--- config.mk ---
export PLATFORM = sky130hd
export DESIGN_NAME = sobel_frame_ctrl_flat
export DESIGN_NICKNAME = d
export VERILOG_FILES = /design/src/rtl/sobel_frame_ctrl_if.sv /design/src/rtl/sobel_frame_ctrl.sv /design/src/flat_wrapper.sv
export SDC_FILE = /design/constraint.sdc
export NUM_CORES = 1
export LEC_CHECK = 0
export ABC_AREA = 1
export CAP_MARGIN = 20
export CORE_MARGIN = 3
export CORE_UTILIZATION = 48
export CTS_CLUSTER_DIAMETER = 40
export DETAILED_ROUTE_END_ITERATION = 6
export PLACE_DENSITY_LB_ADDON = 0.3
export SYNTH_ARGS = -nofsm -noshare
export SYNTH_HDL_FRONTEND = slang
export SYNTH_SLANG_ARGS = --single-unit
--- constraint.sdc ---
create_clock -name clock -period 2.1 [get_ports clock]
set_input_delay 0.42 -clock clock [delete_from_list [all_inputs] [get_ports clock]]
set_output_delay 0.42 -clock clock [all_outputs]
set_load 0.05 [all_outputs]
--- src/rtl/sobel_frame_ctrl_if.sv ---
// Memory / FIFO bus between the frame sequencer and its surroundings.
//   master : sequencer side (drives read/write strobes, addresses, FIFO data)
//   slave  : memory/pipeline side
// Signals: src_rd_en/src_addr/src_rdata     synchronous source memory
//          fifo_in_wr_en/fifo_in_din/full   pipeline input FIFO
//          fifo_out_rd_en/dout/empty        pipeline output FIFO (FWFT)
//          dst_wr_en/dst_addr/dst_wdata     destination memory
interface sobel_frame_ctrl_if #(
  parameter int unsigned ADDR_WIDTH   = 19,
  parameter int unsigned RGB_DWIDTH   = 24,
  parameter int unsigned SOBEL_DWIDTH = 8
);
  logic                    src_rd_en;
  logic [ADDR_WIDTH-1:0]   src_addr;
  logic [RGB_DWIDTH-1:0]   src_rdata;
  logic                    fifo_in_wr_en;
  logic [RGB_DWIDTH-1:0]   fifo_in_din;
  logic                    fifo_in_full;
  logic                    fifo_out_rd_en;
  logic [SOBEL_DWIDTH-1:0] fifo_out_dout;
  logic                    fifo_out_empty;
  logic                    dst_wr_en;
  logic [ADDR_WIDTH-1:0]   dst_addr;
  logic [SOBEL_DWIDTH-1:0] dst_wdata;

  modport master (
    output src_rd_en, src_addr, input src_rdata,
    output fifo_in_wr_en, fifo_in_din, input fifo_in_full,
    output fifo_out_rd_en, input fifo_out_dout, fifo_out_empty,
    output dst_wr_en, dst_addr, dst_wdata
  );

  modport slave (
    input src_rd_en, src_addr, output src_rdata,
    input fifo_in_wr_en, fifo_in_din, output fifo_in_full,
    input fifo_out_rd_en, output fifo_out_dout, fifo_out_empty,
    input dst_wr_en, dst_addr, dst_wdata
  );
endinterface

--- src/rtl/sobel_frame_ctrl.sv ---
// Frame sequencer for the grayscale->padding->sobel pipeline.
// One start in IDLE runs one frame: source pixels are read and pushed into the
// pipeline input FIFO, sobel results are drained into destination memory.
// Ports:
//   clock, reset          system clock, synchronous active-high reset
//   start                 begin a frame (IDLE only)
//   src_base, dst_base    frame base addresses, latched on accepted start
//   busy                  high while the frame runs
//   done                  one-cycle completion pulse
//   error                 sticky watchdog flag (cleared only by reset)
//   frame_count           completed frames, wrapping
//   bus                   memory / FIFO bus (master side)
module sobel_frame_ctrl #(
  parameter int unsigned IMG_WIDTH      = 720,
  parameter int unsigned IMG_HEIGHT     = 540,
  parameter int unsigned RGB_DWIDTH     = 24,
  parameter int unsigned SOBEL_DWIDTH   = 8,
  parameter int unsigned ADDR_WIDTH     = 19,
  parameter int unsigned TIMEOUT_CYCLES = 4096
) (
  input  logic                  clock,
  input  logic                  reset,
  input  logic                  start,
  input  logic [ADDR_WIDTH-1:0] src_base,
  input  logic [ADDR_WIDTH-1:0] dst_base,
  output logic                  busy,
  output logic                  done,
  output logic                  error,
  output logic [15:0]           frame_count,
  sobel_frame_ctrl_if.master    bus
);

  localparam int unsigned TOTAL_I = IMG_WIDTH * IMG_HEIGHT;
  localparam logic [ADDR_WIDTH:0] TOTAL = (ADDR_WIDTH+1)'(TOTAL_I);
  localparam int unsigned WD_W = $clog2(TIMEOUT_CYCLES + 1);
  localparam logic [WD_W-1:0] WD_LAST = WD_W'(TIMEOUT_CYCLES - 1);

  typedef enum logic [1:0] {IDLE, RUN, DONE, ERR} state_t;

  state_t                  state, state_nxt;
  logic [ADDR_WIDTH:0]     rd_cnt, in_cnt, out_cnt;
  logic [ADDR_WIDTH-1:0]   src_base_r, dst_base_r;
  logic                    rd_pend;
  logic                    hold_vld;
  logic [RGB_DWIDTH-1:0]   hold_data;
  logic [WD_W-1:0]         wd_cnt;

  logic rd_issue, hold_wr, ret_wr, ret_hold, drain, progress;

  always_ff @(posedge clock) begin
    if (reset) state <= IDLE;
    else       state <= state_nxt;
  end

  // Read data arrives one cycle after the strobe; if the FIFO is full at that
  // moment it parks in the hold register. Reads are withheld while the hold
  // register is occupied, so a return and a hold flush never coincide.
  always_comb begin
    state_nxt = state;
    rd_issue  = 1'b0;
    hold_wr   = 1'b0;
    ret_wr    = 1'b0;
    ret_hold  = 1'b0;
    drain     = 1'b0;
    progress  = 1'b0;
    case (state)
      IDLE: if (start) state_nxt = RUN;
      RUN: begin
        hold_wr  = hold_vld && !bus.fifo_in_full;
        ret_wr   = rd_pend && !bus.fifo_in_full;
        ret_hold = rd_pend && bus.fifo_in_full;
        rd_issue = (rd_cnt < TOTAL) && !bus.fifo_in_full && !hold_vld && !ret_hold;
        drain    = !bus.fifo_out_empty && (out_cnt < TOTAL);
        progress = rd_issue || hold_wr || ret_wr || drain;
        if (drain && (out_cnt == TOTAL - 1'b1)) state_nxt = DONE;
        else if (!progress && (wd_cnt == WD_LAST)) state_nxt = ERR;
      end
      DONE:    state_nxt = IDLE;
      default: state_nxt = ERR;
    endcase
  end

  assign busy               = (state == RUN);
  assign done               = (state == DONE);
  assign bus.src_rd_en      = rd_issue;
  assign bus.src_addr       = rd_issue ? src_base_r + rd_cnt[ADDR_WIDTH-1:0] : '0;
  assign bus.fifo_in_wr_en  = hold_wr || ret_wr;
  assign bus.fifo_in_din    = hold_wr ? hold_data : (ret_wr ? bus.src_rdata : '0);
  assign bus.fifo_out_rd_en = drain;
  assign bus.dst_wr_en      = drain;
  assign bus.dst_addr       = drain ? dst_base_r + out_cnt[ADDR_WIDTH-1:0] : '0;
  assign bus.dst_wdata      = drain ? bus.fifo_out_dout : '0;

  always_ff @(posedge clock) begin
    if (reset) begin
      rd_cnt      <= '0;
      in_cnt      <= '0;
      out_cnt     <= '0;
      src_base_r  <= '0;
      dst_base_r  <= '0;
      rd_pend     <= 1'b0;
      hold_vld    <= 1'b0;
      hold_data   <= '0;
      wd_cnt      <= '0;
      error       <= 1'b0;
      frame_count <= '0;
    end else begin
      rd_pend <= rd_issue;
      if (state_nxt == ERR) error <= 1'b1;
      case (state)
        IDLE: if (start) begin
          rd_cnt     <= '0;
          in_cnt     <= '0;
          out_cnt    <= '0;
          wd_cnt     <= '0;
          hold_vld   <= 1'b0;
          src_base_r <= src_base;
          dst_base_r <= dst_base;
        end
        RUN: begin
          if (rd_issue)          rd_cnt  <= rd_cnt + 1'b1;
          if (hold_wr || ret_wr) in_cnt  <= in_cnt + 1'b1;
          if (drain)             out_cnt <= out_cnt + 1'b1;
          if (hold_wr) begin
            hold_vld <= 1'b0;
          end else if (ret_hold) begin
            hold_vld  <= 1'b1;
            hold_data <= bus.src_rdata;
          end
          wd_cnt <= progress ? '0 : wd_cnt + 1'b1;
        end
        DONE: frame_count <= frame_count + 1'b1;
        default: ;
      endcase
    end
  end

endmodule
--- src/flat_wrapper.sv ---
// flat-port wrapper written by rule: the top's interface ports become plain ports
module sobel_frame_ctrl_flat 
#(
  parameter int unsigned IMG_WIDTH      = 720,
  parameter int unsigned IMG_HEIGHT     = 540,
  parameter int unsigned RGB_DWIDTH     = 24,
  parameter int unsigned SOBEL_DWIDTH   = 8,
  parameter int unsigned ADDR_WIDTH     = 19,
  parameter int unsigned TIMEOUT_CYCLES = 4096
)
  (clock, reset, start, src_base, dst_base, busy, done, error, frame_count, bus_src_rd_en, bus_src_addr, bus_src_rdata, bus_fifo_in_wr_en, bus_fifo_in_din, bus_fifo_in_full, bus_fifo_out_rd_en, bus_fifo_out_dout, bus_fifo_out_empty, bus_dst_wr_en, bus_dst_addr, bus_dst_wdata);
  sobel_frame_ctrl_if #(.ADDR_WIDTH(ADDR_WIDTH), .RGB_DWIDTH(RGB_DWIDTH), .SOBEL_DWIDTH(SOBEL_DWIDTH)) bus_i ();
  input  logic clock;
  input  logic reset;
  input  logic start;
  input  logic [ADDR_WIDTH-1:0] src_base;
  input  logic [ADDR_WIDTH-1:0] dst_base;
  output logic busy;
  output logic done;
  output logic error;
  output logic [15:0] frame_count;
  output wire logic [$bits(bus_i.src_rd_en)-1:0] bus_src_rd_en;
  output wire logic [$bits(bus_i.src_addr)-1:0] bus_src_addr;
  input wire logic [$bits(bus_i.src_rdata)-1:0] bus_src_rdata;
  output wire logic [$bits(bus_i.fifo_in_wr_en)-1:0] bus_fifo_in_wr_en;
  output wire logic [$bits(bus_i.fifo_in_din)-1:0] bus_fifo_in_din;
  input wire logic [$bits(bus_i.fifo_in_full)-1:0] bus_fifo_in_full;
  output wire logic [$bits(bus_i.fifo_out_rd_en)-1:0] bus_fifo_out_rd_en;
  input wire logic [$bits(bus_i.fifo_out_dout)-1:0] bus_fifo_out_dout;
  input wire logic [$bits(bus_i.fifo_out_empty)-1:0] bus_fifo_out_empty;
  output wire logic [$bits(bus_i.dst_wr_en)-1:0] bus_dst_wr_en;
  output wire logic [$bits(bus_i.dst_addr)-1:0] bus_dst_addr;
  output wire logic [$bits(bus_i.dst_wdata)-1:0] bus_dst_wdata;
  assign bus_src_rd_en = bus_i.src_rd_en;
  assign bus_src_addr = bus_i.src_addr;
  assign bus_i.src_rdata = bus_src_rdata;
  assign bus_fifo_in_wr_en = bus_i.fifo_in_wr_en;
  assign bus_fifo_in_din = bus_i.fifo_in_din;
  assign bus_i.fifo_in_full = bus_fifo_in_full;
  assign bus_fifo_out_rd_en = bus_i.fifo_out_rd_en;
  assign bus_i.fifo_out_dout = bus_fifo_out_dout;
  assign bus_i.fifo_out_empty = bus_fifo_out_empty;
  assign bus_dst_wr_en = bus_i.dst_wr_en;
  assign bus_dst_addr = bus_i.dst_addr;
  assign bus_dst_wdata = bus_i.dst_wdata;
  sobel_frame_ctrl #(.IMG_WIDTH(IMG_WIDTH), .IMG_HEIGHT(IMG_HEIGHT), .RGB_DWIDTH(RGB_DWIDTH), .SOBEL_DWIDTH(SOBEL_DWIDTH), .ADDR_WIDTH(ADDR_WIDTH), .TIMEOUT_CYCLES(TIMEOUT_CYCLES)) u_core (.clock(clock), .reset(reset), .start(start), .src_base(src_base), .dst_base(dst_base), .busy(busy), .done(done), .error(error), .frame_count(frame_count), .bus(bus_i));
endmodule
==> metrics.md, run 1 <==
| Metric | Value |
|---|---|
| Stop err | `[ERROR GRT-0232] Routing congestion too high. Check the congestion heatmap in the GUI.` |
| Synth Area in Compound Gates | `0.169` |
| Warnings, synthesis | `0` |
| Cells after Synth | `approximately 1400` |
| Syn_area_per_cell | `between 6 and 7 sq um` |
| Synth Flop Type | `dfxtp_1` |
| CTS sink cnt | `136` |
| Largest area contributor in the netlist | `dfxtp_1` |
| Ports | `168` |
| Clock Tree Root | `clkbuf_16` |
| Post-synthesis sequential area ratio | `0.301` |
| H-tree depth | `4` |
| Global Route Usage Sum | `0.703` |
| Chip width | `143 um` |
| Largest net degree at the start of global routing | `slightly below 60` |
| Post-synthesis xor/xnor area fraction | `0.0338` |
| Worst endpoint pin kind | `top-level output` |
| Total gr overflow | `11` |
| Dpl hpwl | `roughly 22 mm` |
| # rows | `49` |
| Post-CTS Hold Buffers | `0` |
| EDFF count, synth | `0` |
| Yosys cell types | `43` |
| Status | `did not finish` |
| Largest family of logic cells by synthesized area | `simple AND/OR/NAND/NOR gates` |
| Die height | `143 um` |
| Yosys top cell area share | `0.301` |
| Failing step | `5_1_grt` |
| Starting density of the core | `0.496` |
| Inserted Clock Buffers | `17` |
| Adder-Cell Fraction of Synth Area | `0.0597` |
| Pre-CTS setup slack | `-417 ps` |
| Post-Synth Simple-Gate Area | `0.344` |
| Mux cell area share after synthesis | `0` |
| Synth Register Bits | `approximately 140` |
| CTS Buffer Depth | `2` |
| I/O Buffers | `167` |
| Syn_nets | `approximately 1500` |
| Gpl congestion | `approximately 0.99` |
| Cells after DPL | `between 1500 and 2000` |
| Worst_ep grt | `bus_dst_addr[16]` |
| Synth area leaders | `dfxtp_1 30%, nand2_1 11%, nor2_1 11%` |
| Cell Area, Synth | `9060 sq um` |
| FFs w/ async S/R, synth | `0` |
[timing repair]
action / CTS
gates cloned: 6
setup endpoints to repair: 90
resized for setup: 373
hold endpoints to repair: 0
setup buffers: 40
pin swaps: 89
[logic make-up after synthesis]
group	after synthesis
AOI/OAI and AO/OA	284
xor gates and xnor gates	35
adders and majority gates	42
buffers and inverters	203
DFF	136
and+or+nand+nor	731
[metal layers]
metal	track usage	overflow
met1	0.699	0
met5	0.211	0
met2	0.872	7
met3	0.565	1
met4	0.683	3
[cells in the mapped netlist (2+ instances only)]
master      n
o21a_1      6
nand3_2     2
nor2_2      6
nand2_1   276
nor3_1     10
or2_2       2
a21o_1      5
fa_1        2
inv_2       9
a31oi_1     2
xnor2_1    10
buf_4      10
nor2_1    275
a211o_1     2
clkinv_1    2
nand2_2     9
o21bai_1    8
inv_1     140
o21ai_0   116
dfxtp_1   136
nor2_4      4
buf_6       2
nand3_1   101
nand4_1    35
ha_1       40
xor2_1     25
buf_2      14
nand3b_1    5
a21oi_1   127
a21oi_2     9
o21ai_1     7
clkbuf_1   23
[per-stage QoR]
step,hold WS (ps),TNS (ps),area [sq um]
floorplan,452,-3720,9550
CTS,365,-19200,15700
detailed placement,447,-24400,13200
global placement,441,-21360,13200
==> run 2: changes to the inputs <==
CORE_UTILIZATION = 34   (was 48)
CTS_CLUSTER_DIAMETER = default   (was 40)
PLACE_DENSITY_LB_ADDON = 0.15   (was 0.3)
clock period = 2.75 ns   (was 2.1 ns; I/O delays follow)
==> run 2 against run 1 <==
  * The flow now finishes without violations
  * Synthesized area is the same
  * Synthesized cell count is the same
==> metrics.md, run 2 <==
| Metric | Value |
|---|---|
| Startpoint types | `flip-flop` |
| CTS tree | `yes` |
| Hold path depth | `2` |
| Filler cells | `about 2500` |
| Vias in the first global route | `~9300` |
| Synthesis-to-layout area growth | `51.7%` |
| Initial antenna violation count | `0` |
| Largest area contributor in the netlist | `dfxtp_1 (unchanged)` |
| Cell Area, Synth | `9060 sq um (unchanged)` |
| Total gr overflow | `0` |
| Util after Layout | `0.526` |
| Post-route ant nets | `0` |
| Area after DPL | `12100 sq um (was 13200 sq um)` |
| Die Area | `about 29000 sq um` |
| CTS sink cnt | `136 (unchanged)` |
| Tot Pwr | `roughly 5.4 mW` |
| FMAX | `364 MHz` |
| Setup crit end kind | `output pin` |
| Power Density | `roughly 390 nW/um^2` |
| DRC | `0` |
| Dpl hpwl | `21.1 mm (was 21.6 mm)` |
| Yosys top cell area share | `0.301 (unchanged)` |
| Worst min path class | `reg2reg` |
| Gpl congestion | `0.900 (was 0.992)` |
| Leak pwr | `around 5.4 nW` |
| Post-synth top cells | `276 x nand2_1, 275 x nor2_1, 140 x inv_1 (unchanged)` |
| Syn_nets | `1548 (unchanged)` |
| Global Route Usage Sum | `0.196` |
| Post-route clock period utilization | `1.00` |
| Ports | `168 (unchanged)` |
| I/O Buffers | `167 (unchanged)` |
| Clock slew at reported path FFs | `about 60 ps` |
| CTS Buffer Depth | `2 (unchanged)` |
| # rows | `59 (was 49)` |
| Finished Cell Area | `between 10000 and 15000 sq um` |
| Worst reg2reg setup slack | `between 300 and 400 ps` |
| Chip width | `169 um (was 143 um)` |
| Post-CTS Hold Buffers | `0 (unchanged)` |
| Final WS setup | `around 0.85 ps` |
| Cells after Synth | `1431 (unchanged)` |
| Crit path max fanout | `5` |
| Clk_lat worst skew | `420 ps` |
| Synth area leaders | `dfxtp_1 30%, nand2_1 11%, nor2_1 11% (unchanged)` |
| Commonest non-fill, non-tap cell in the layout | `nor2_1` |
| Core Region | `roughly 26000 sq um` |
| Starting density of the core | `0.347 (was 0.496)` |
| Status | `finished clean (was did not finish)` |
| Period minus WS final | `between 2000 and 3000 ps` |
| H-tree depth | `4 (unchanged)` |
| Clock Tree Root | `clkbuf_16 (unchanged)` |
| WL final | `29.3 mm` |
| Setup TNS | `0 ps` |
| Unrepaired setup endpoints after global routing | `true` |
| DR pass1 iterations | `5` |
| Critical Path AT | `2200 ps` |
| Clock skew | `roughly 11 ps` |
| Synth Register Bits | `136 (unchanged)` |
| Most common cell in the netlist | `nand2_1 (unchanged)` |
| Routed vias | `between 9000 and 10000` |
| Hold WS | `~460 ps` |
| Critical path required time | `around 2200 ps` |
| Die height | `169 um (was 143 um)` |
| Biggest register | `u_core.hold_data` |
| Via density per instance | `between 5 and 6` |
| Worst rel slew slack | `0.371` |
| Warnings, synthesis | `0 (unchanged)` |
| Post-synthesis sequential area ratio | `0.301 (unchanged)` |
| First-pass GRT wire length | `about 47 mm` |
| Yosys cell types | `43 (unchanged)` |
| EDFF count, synth | `0 (unchanged)` |
| Commonest non-fill, non-tap cells in the layout | `250 x nor2_1, 249 x nand2_1, 130 x inv_1, 104 x o21ai_0` |
| ANT cells | `0` |
| Reg2reg path depth | `12` |
| Critical path type | `reg2out` |
| Cells after DPL | `1930 (was 1935)` |
| Actual slew at the worst max-slew pin | `940 ps` |
| Syn_area_per_cell | `6.33 sq um (unchanged)` |
| Endpoints failing hold | `0` |
| Final setup viols | `0` |
| Inserted Clock Buffers | `17 (unchanged)` |
| Largest register FFs | `24` |
| Peak VDD IR | `roughly 0.37 mV` |
| Routed wire per std cell | `around 15 um` |
| Pre-CTS setup slack | `-46.3 ps (was -417 ps)` |
| Final Non-Filler Cells | `about 2000` |
| Largest registers | `u_core.hold_data (24), u_core.out_cnt (20), u_core.rd_cnt (20)` |
| Max cap viols | `0` |
| Synth Flop Type | `dfxtp_1 (unchanged)` |
| Fraction of layout cells with a size suffix above 1 | `0.250` |
| FFs w/ async S/R, synth | `0 (unchanged)` |
| Pins Over Slew Limit | `0` |
| Initial DRC Count | `between 500 and 600` |
| Largest net degree at the start of global routing | `just under 50` |
| Nets@finish | `about 1700` |
==> run 2: area by class of cell <==
class / count / area, sq um / share of cell area
multi-input cells: 1092 / 6330 / 0.460
repair buffers: 232 / 3000 / 0.219
flip-flops and latches: 136 / 2800 / 0.203
inverters: 152 / 572 / 0.0416
clock buffers: 18 / 429 / 0.0312
well taps: 335 / 419 / 0.0305
clock inverters: 13 / 195 / 0.0142
==> run 2: cells by family after synthesis <==
group | share of synthesized area
AO/OA/AOI/OAI | 0.169
XOR/XNOR | 0.0338
adder cells (fa/ha/maj) | 0.0597
buffers and inverters | 0.0932
flip-flops | 0.301
AND/OR/NAND/NOR | 0.344
==> run 2: path summary, 6_finish.rpt <==
kind | start | endpoint
min reg2reg | u_core.error$_SDFFE_PP0N_ | u_core.error$_SDFFE_PP0N_
min | u_core.error$_SDFFE_PP0N_ | u_core.error$_SDFFE_PP0N_
max reg2reg | u_core.state[0]$_SDFF_PP0_ | u_core.hold_data[13]$_SDFFE_PP0P_
max | u_core.rd_cnt[5]$_SDFFE_PP0P_ | bus_src_addr[12]
==> run 2: layer usage <==
layer / part of all wire / wire length, um / track usage / up-vias
li1: - / - / - / 5073
met1: 0.46 / 13500 / 0.260 / 4569
met2: 0.49 / 14200 / 0.336 / 229
met3: 0.040 / 1170 / 0.0319 / 31
met4: 0.015 / 449 / 0.0491 / 0
met5: 0 / 0 / 0 / -
==> run 2: timing repair <==
item,CTS,global route
endpoints found under the setup margin,55,45
setup buffers,8,9
resized for setup,90,147
pin swaps,22,42
==> run 2: power breakdown <==
part	leakage [nW]	switching, mW	internal [mW]	total, mW
Combinational	3.99	0.474	0.373	0.847
Clock	0.294	0.943	1.53	2.47
Sequential	1.13	0.0602	2.02	2.08
Total	5.41	1.48	3.92	5.40
==> run 2: critical path, stage by stage, from the launching register on <==
cell	delay (ps)
dfxtp_1	380
ha_4	240
a21oi_2	200
nor2_1	70
nor2_1	200
nand2_4	120
a21oi_4	170
or2_4	140
nand2_4	40
nor2_4	90
buf_12	140
Power figures use the tool's default switching activity.
==> run 3: changes to the inputs <==
CORE_UTILIZATION = 33   (was 34)
GPL_TIMING_DRIVEN = 0   (was default)
==> run 3 against run 2 <==
  * The flow now finishes with violations (setup timing)
  * Clock skew about the same
  * Count of clock-buffer cells in the layout unchanged
  * First-iteration DRC count up 12%
  * Non-clock buffer count up 15
  * Sequential share of layout area up 2.1 points
  * Total power down 5.2%
  * Critical path depth up 1
  * Sequential power about the same
  * Highest routed layer is now met5
==> metrics.md, run 3 (synthesis results as in run 2) <==
| Metric | Value |
|---|---|
| Nets@finish | `1763 (was 1748)` |
| Reg-to-Reg End | `u_core.error$_SDFFE_PP0N_ (was u_core.hold_data[13]$_SDFFE_PP0P_)` |
| Util after Layout | `0.471 (was 0.526)` |
| ANT cells | `0 (unchanged)` |
| Clock Tree Root | `clkbuf_16 (unchanged)` |
| Ports | `168 (unchanged)` |
| Starting density of the core | `0.336 (was 0.347)` |
| Critical path required time | `2200 ps (about the same)` |
| Actual slew at the worst max-slew pin | `731 ps (was 940 ps)` |
| Area occupied by multi-input gates | `6210 sq um (was 6330 sq um)` |
| Routed vias | `9936 (was 9902)` |
| DR pass1 iterations | `5 (unchanged)` |
| Peak VDD IR | `0.308 mV (was 0.368 mV)` |
| Hold path depth | `2 (unchanged)` |
| FMAX | `361 MHz (was 364 MHz)` |
| Max cap viols | `0 (unchanged)` |
| Worst min path class | `reg2reg (unchanged)` |
| Clock slew at reported path FFs | `60 ps (about the same)` |
| Final Non-Filler Cells | `2000 (was 1978)` |
| Via density per instance | `4.97 (was 5.01)` |
| Critical Path AT | `2220 ps (was 2200 ps)` |
| Reg2reg path depth | `11 (was 12)` |
| Final WS setup | `-18.2 ps (was 0.851 ps)` |
| Met1 Use GR | `0.266 (was 0.260)` |
| Die height | `172 um (was 169 um)` |
| Gpl congestion | `0.915 (was 0.900)` |
| Filler cells | `2778 (was 2546)` |
| Register area | `2850 sq um (was 2800 sq um)` |
| CTS sink cnt | `136 (unchanged)` |
| Chip width | `172 um (was 169 um)` |
| Violated checks | `setup timing` |
| Dpl hpwl | `22.3 mm (was 21.1 mm)` |
| Cells after DPL | `1939 (was 1930)` |
| Setup crit end kind | `output pin (unchanged)` |
| CTS Buffer Depth | `2 (unchanged)` |
| GR Layer Usage met2 | `0.339 (was 0.336)` |
| Largest register FFs | `24 (unchanged)` |
| Biggest register | `u_core.hold_data (unchanged)` |
| Hold Path End | `u_core.error$_SDFFE_PP0N_ (unchanged)` |
| Worst reg2reg setup slack | `640 ps (was 340 ps)` |
| Commonest non-fill, non-tap cell in the layout | `nand2_1 (was nor2_1)` |
| Pins Over Slew Limit | `0 (unchanged)` |
| Core Region | `27000 sq um (was 26100 sq um)` |
| Synthesis-to-layout area growth | `40.2% (was 51.7%)` |
| Post-route clock period utilization | `1.01 (was 1.00)` |
| DRC | `0 (unchanged)` |
| Routed wire per std cell | `15.1 um (was 14.8 um)` |
| Hold path startpoint | `u_core.error$_SDFFE_PP0N_ (unchanged)` |
| Global Route Usage Sum | `0.198 (was 0.196)` |
| Initial antenna violation count | `1 (was 0)` |
| WL final | `30.3 mm (was 29.3 mm)` |
| Period minus WS final | `2770 ps (was 2750 ps)` |
| Tot Pwr | `5.12 mW (was 5.40 mW)` |
| Post-route ant nets | `0 (unchanged)` |
| Startpoint types | `flip-flop (unchanged)` |
| Worst rel slew slack | `0.511 (was 0.371)` |
| CTS tree | `yes (unchanged)` |
| First-pass GRT wire length | `47.1 mm (was 46.6 mm)` |
| Commonest non-fill, non-tap cells in the layout | `254 x nand2_1, 252 x nor2_1, 129 x inv_1, 107 x o21ai_0, 103 x a21oi_1 (was 250 x nor2_1, 249 x nand2_1, 130 x inv_1, 104 x o21ai_0)` |
| I/O Buffers | `167 (unchanged)` |
| Unrepaired setup endpoints after global routing | `true (unchanged)` |
| Largest net degree at the start of global routing | `17 (was 49)` |
| Leak pwr | `5.16 nW (was 5.41 nW)` |
| Die Area | `29500 sq um (was 28600 sq um)` |
| Fraction of layout cells with a size suffix above 1 | `0.236 (was 0.250)` |
| Pre-CTS setup slack | `-915 ps (was -46.3 ps)` |
| Worst r2r src | `u_core.out_cnt[0]$_SDFFE_PP0P_ (was u_core.state[0]$_SDFF_PP0_)` |
| Grt peak-use layer | `met2 (unchanged)` |
| Initial DRC Count | `577 (was 515)` |
| Power Density | `403 nW/um^2 (was 393 nW/um^2)` |
| Crit path max fanout | `4 (was 5)` |
| Total gr overflow | `0 (unchanged)` |
| Critical path type | `reg2out (unchanged)` |
| H-tree depth | `4 (unchanged)` |
| Final setup viols | `2 (was 0)` |
| Post-CTS Hold Buffers | `0 (unchanged)` |
| Met3 Usage GRT | `0.0278 (was 0.0319)` |
| Clk_lat worst skew | `430 ps (was 420 ps)` |
| Inserted Clock Buffers | `17 (unchanged)` |
| Status | `finished, violations left (was finished clean)` |
| Vias in the first global route | `9170 (was 9271)` |
| Largest registers | `u_core.hold_data (24), u_core.out_cnt (20), u_core.rd_cnt (20) (unchanged)` |
| Clock skew | `10.8 ps (was 10.7 ps)` |
| # rows | `60 (was 59)` |
| Endpoints failing hold | `0 (unchanged)` |
run 3: cell types whose count changed in the layout (fill, tap and decap cells not counted), moves of 7 or more:
cell	delta
clkbuf_1	+16
clkbuf_4	+9
buf_4	-7
a21oi_1	+8
buf_6	+24
a21oi_2	-7
dfxtp_4	+16
dfxtp_2	-9
buf_12	-79
buf_2	+39
dfxtp_1	-7
run 3: worst max path at each step:
| stage | from | end | slack (ps) | depth (start not counted) |
|---|---|---|---|---|
| final | u_core.rd_cnt[0]$_SDFFE_PP0P_ | bus_src_addr[10] | -20 | 11 |
| after global placement | bus_fifo_in_full | bus_src_addr[9] | -910 | 12 |
| after CTS | u_core.rd_cnt[0]$_SDFFE_PP0P_ | bus_src_addr[12] | -70 | 11 |
| after detailed placement | bus_fifo_in_full | bus_src_addr[9] | -910 | 12 |
| after floorplan | u_core.state[0]$_SDFF_PP0_ | bus_fifo_in_din[16] | -20 | 6 |
| after global routing | u_core.out_cnt[0]$_SDFFE_PP0P_ | bus_dst_addr[12] | -120 | 11 |
run 3: layout make-up:
class	instances	share of cell area
inverters	152	0.0456
repair buffers	196	0.138
clock inverters	14	0.0110
clock buffers	18	0.0338
multi-input cells	1092	0.490
flip-flops and latches	136	0.224
plain buffers	51	0.0239
well taps	341	0.0336
run 3: power breakdown:
part / switching (mW) / total [mW] / internal [mW] / leakage, nW
sequential: 0.0554 / 2.06 / 2.00 / 1.13
combinational: 0.474 / 0.790 / 0.316 / 3.75
clock: 0.997 / 2.27 / 1.27 / 0.269
total: 1.53 / 5.12 / 3.59 / 5.16
run 3: worst max-delay path: stages (launching register included):
cell and delay [ps]:
dfxtp_4 360, ha_4 160, fa_2 360, nand3_2 100, nand2_4 70, nand2_4 80
nand2_4 70, a21oi_2 140, or2_2 120, nand2_1 50, nor2_2 110, buf_6 160
run 3: per-stage QoR:
| step | hold WS, ps | cell area (sq um) | setup TNS (ps) |
|---|---|---|---|
| 2_1_floorplan | 452 | 9080 | -284 |
| 3_3_place_gp | 443 | 11200 | -47400 |
| 3_5_place_dp | 452 | 11200 | -47840 |
| 4_1_cts | 461 | 12100 | -245 |
| 5_1_grt | 489 | 12700 | -758 |
| 6_report | 453 | 12700 | -28.3 |
run 3: repair_timing:
action / 4_1_cts / 5_1_grt
setup endpoints to repair: 75 / 72
setup buffers: 10 / 17
resized for setup: 510 / 184
gates cloned: 1 / 1
pin swaps: 13 / 39
run 3: metal layers:
layer,share of wire,vias up
met4,0.011,2
met1,0.47,4618
met3,0.031,32
li1,-,5106
met5,0.00043,-
met2,0.49,178
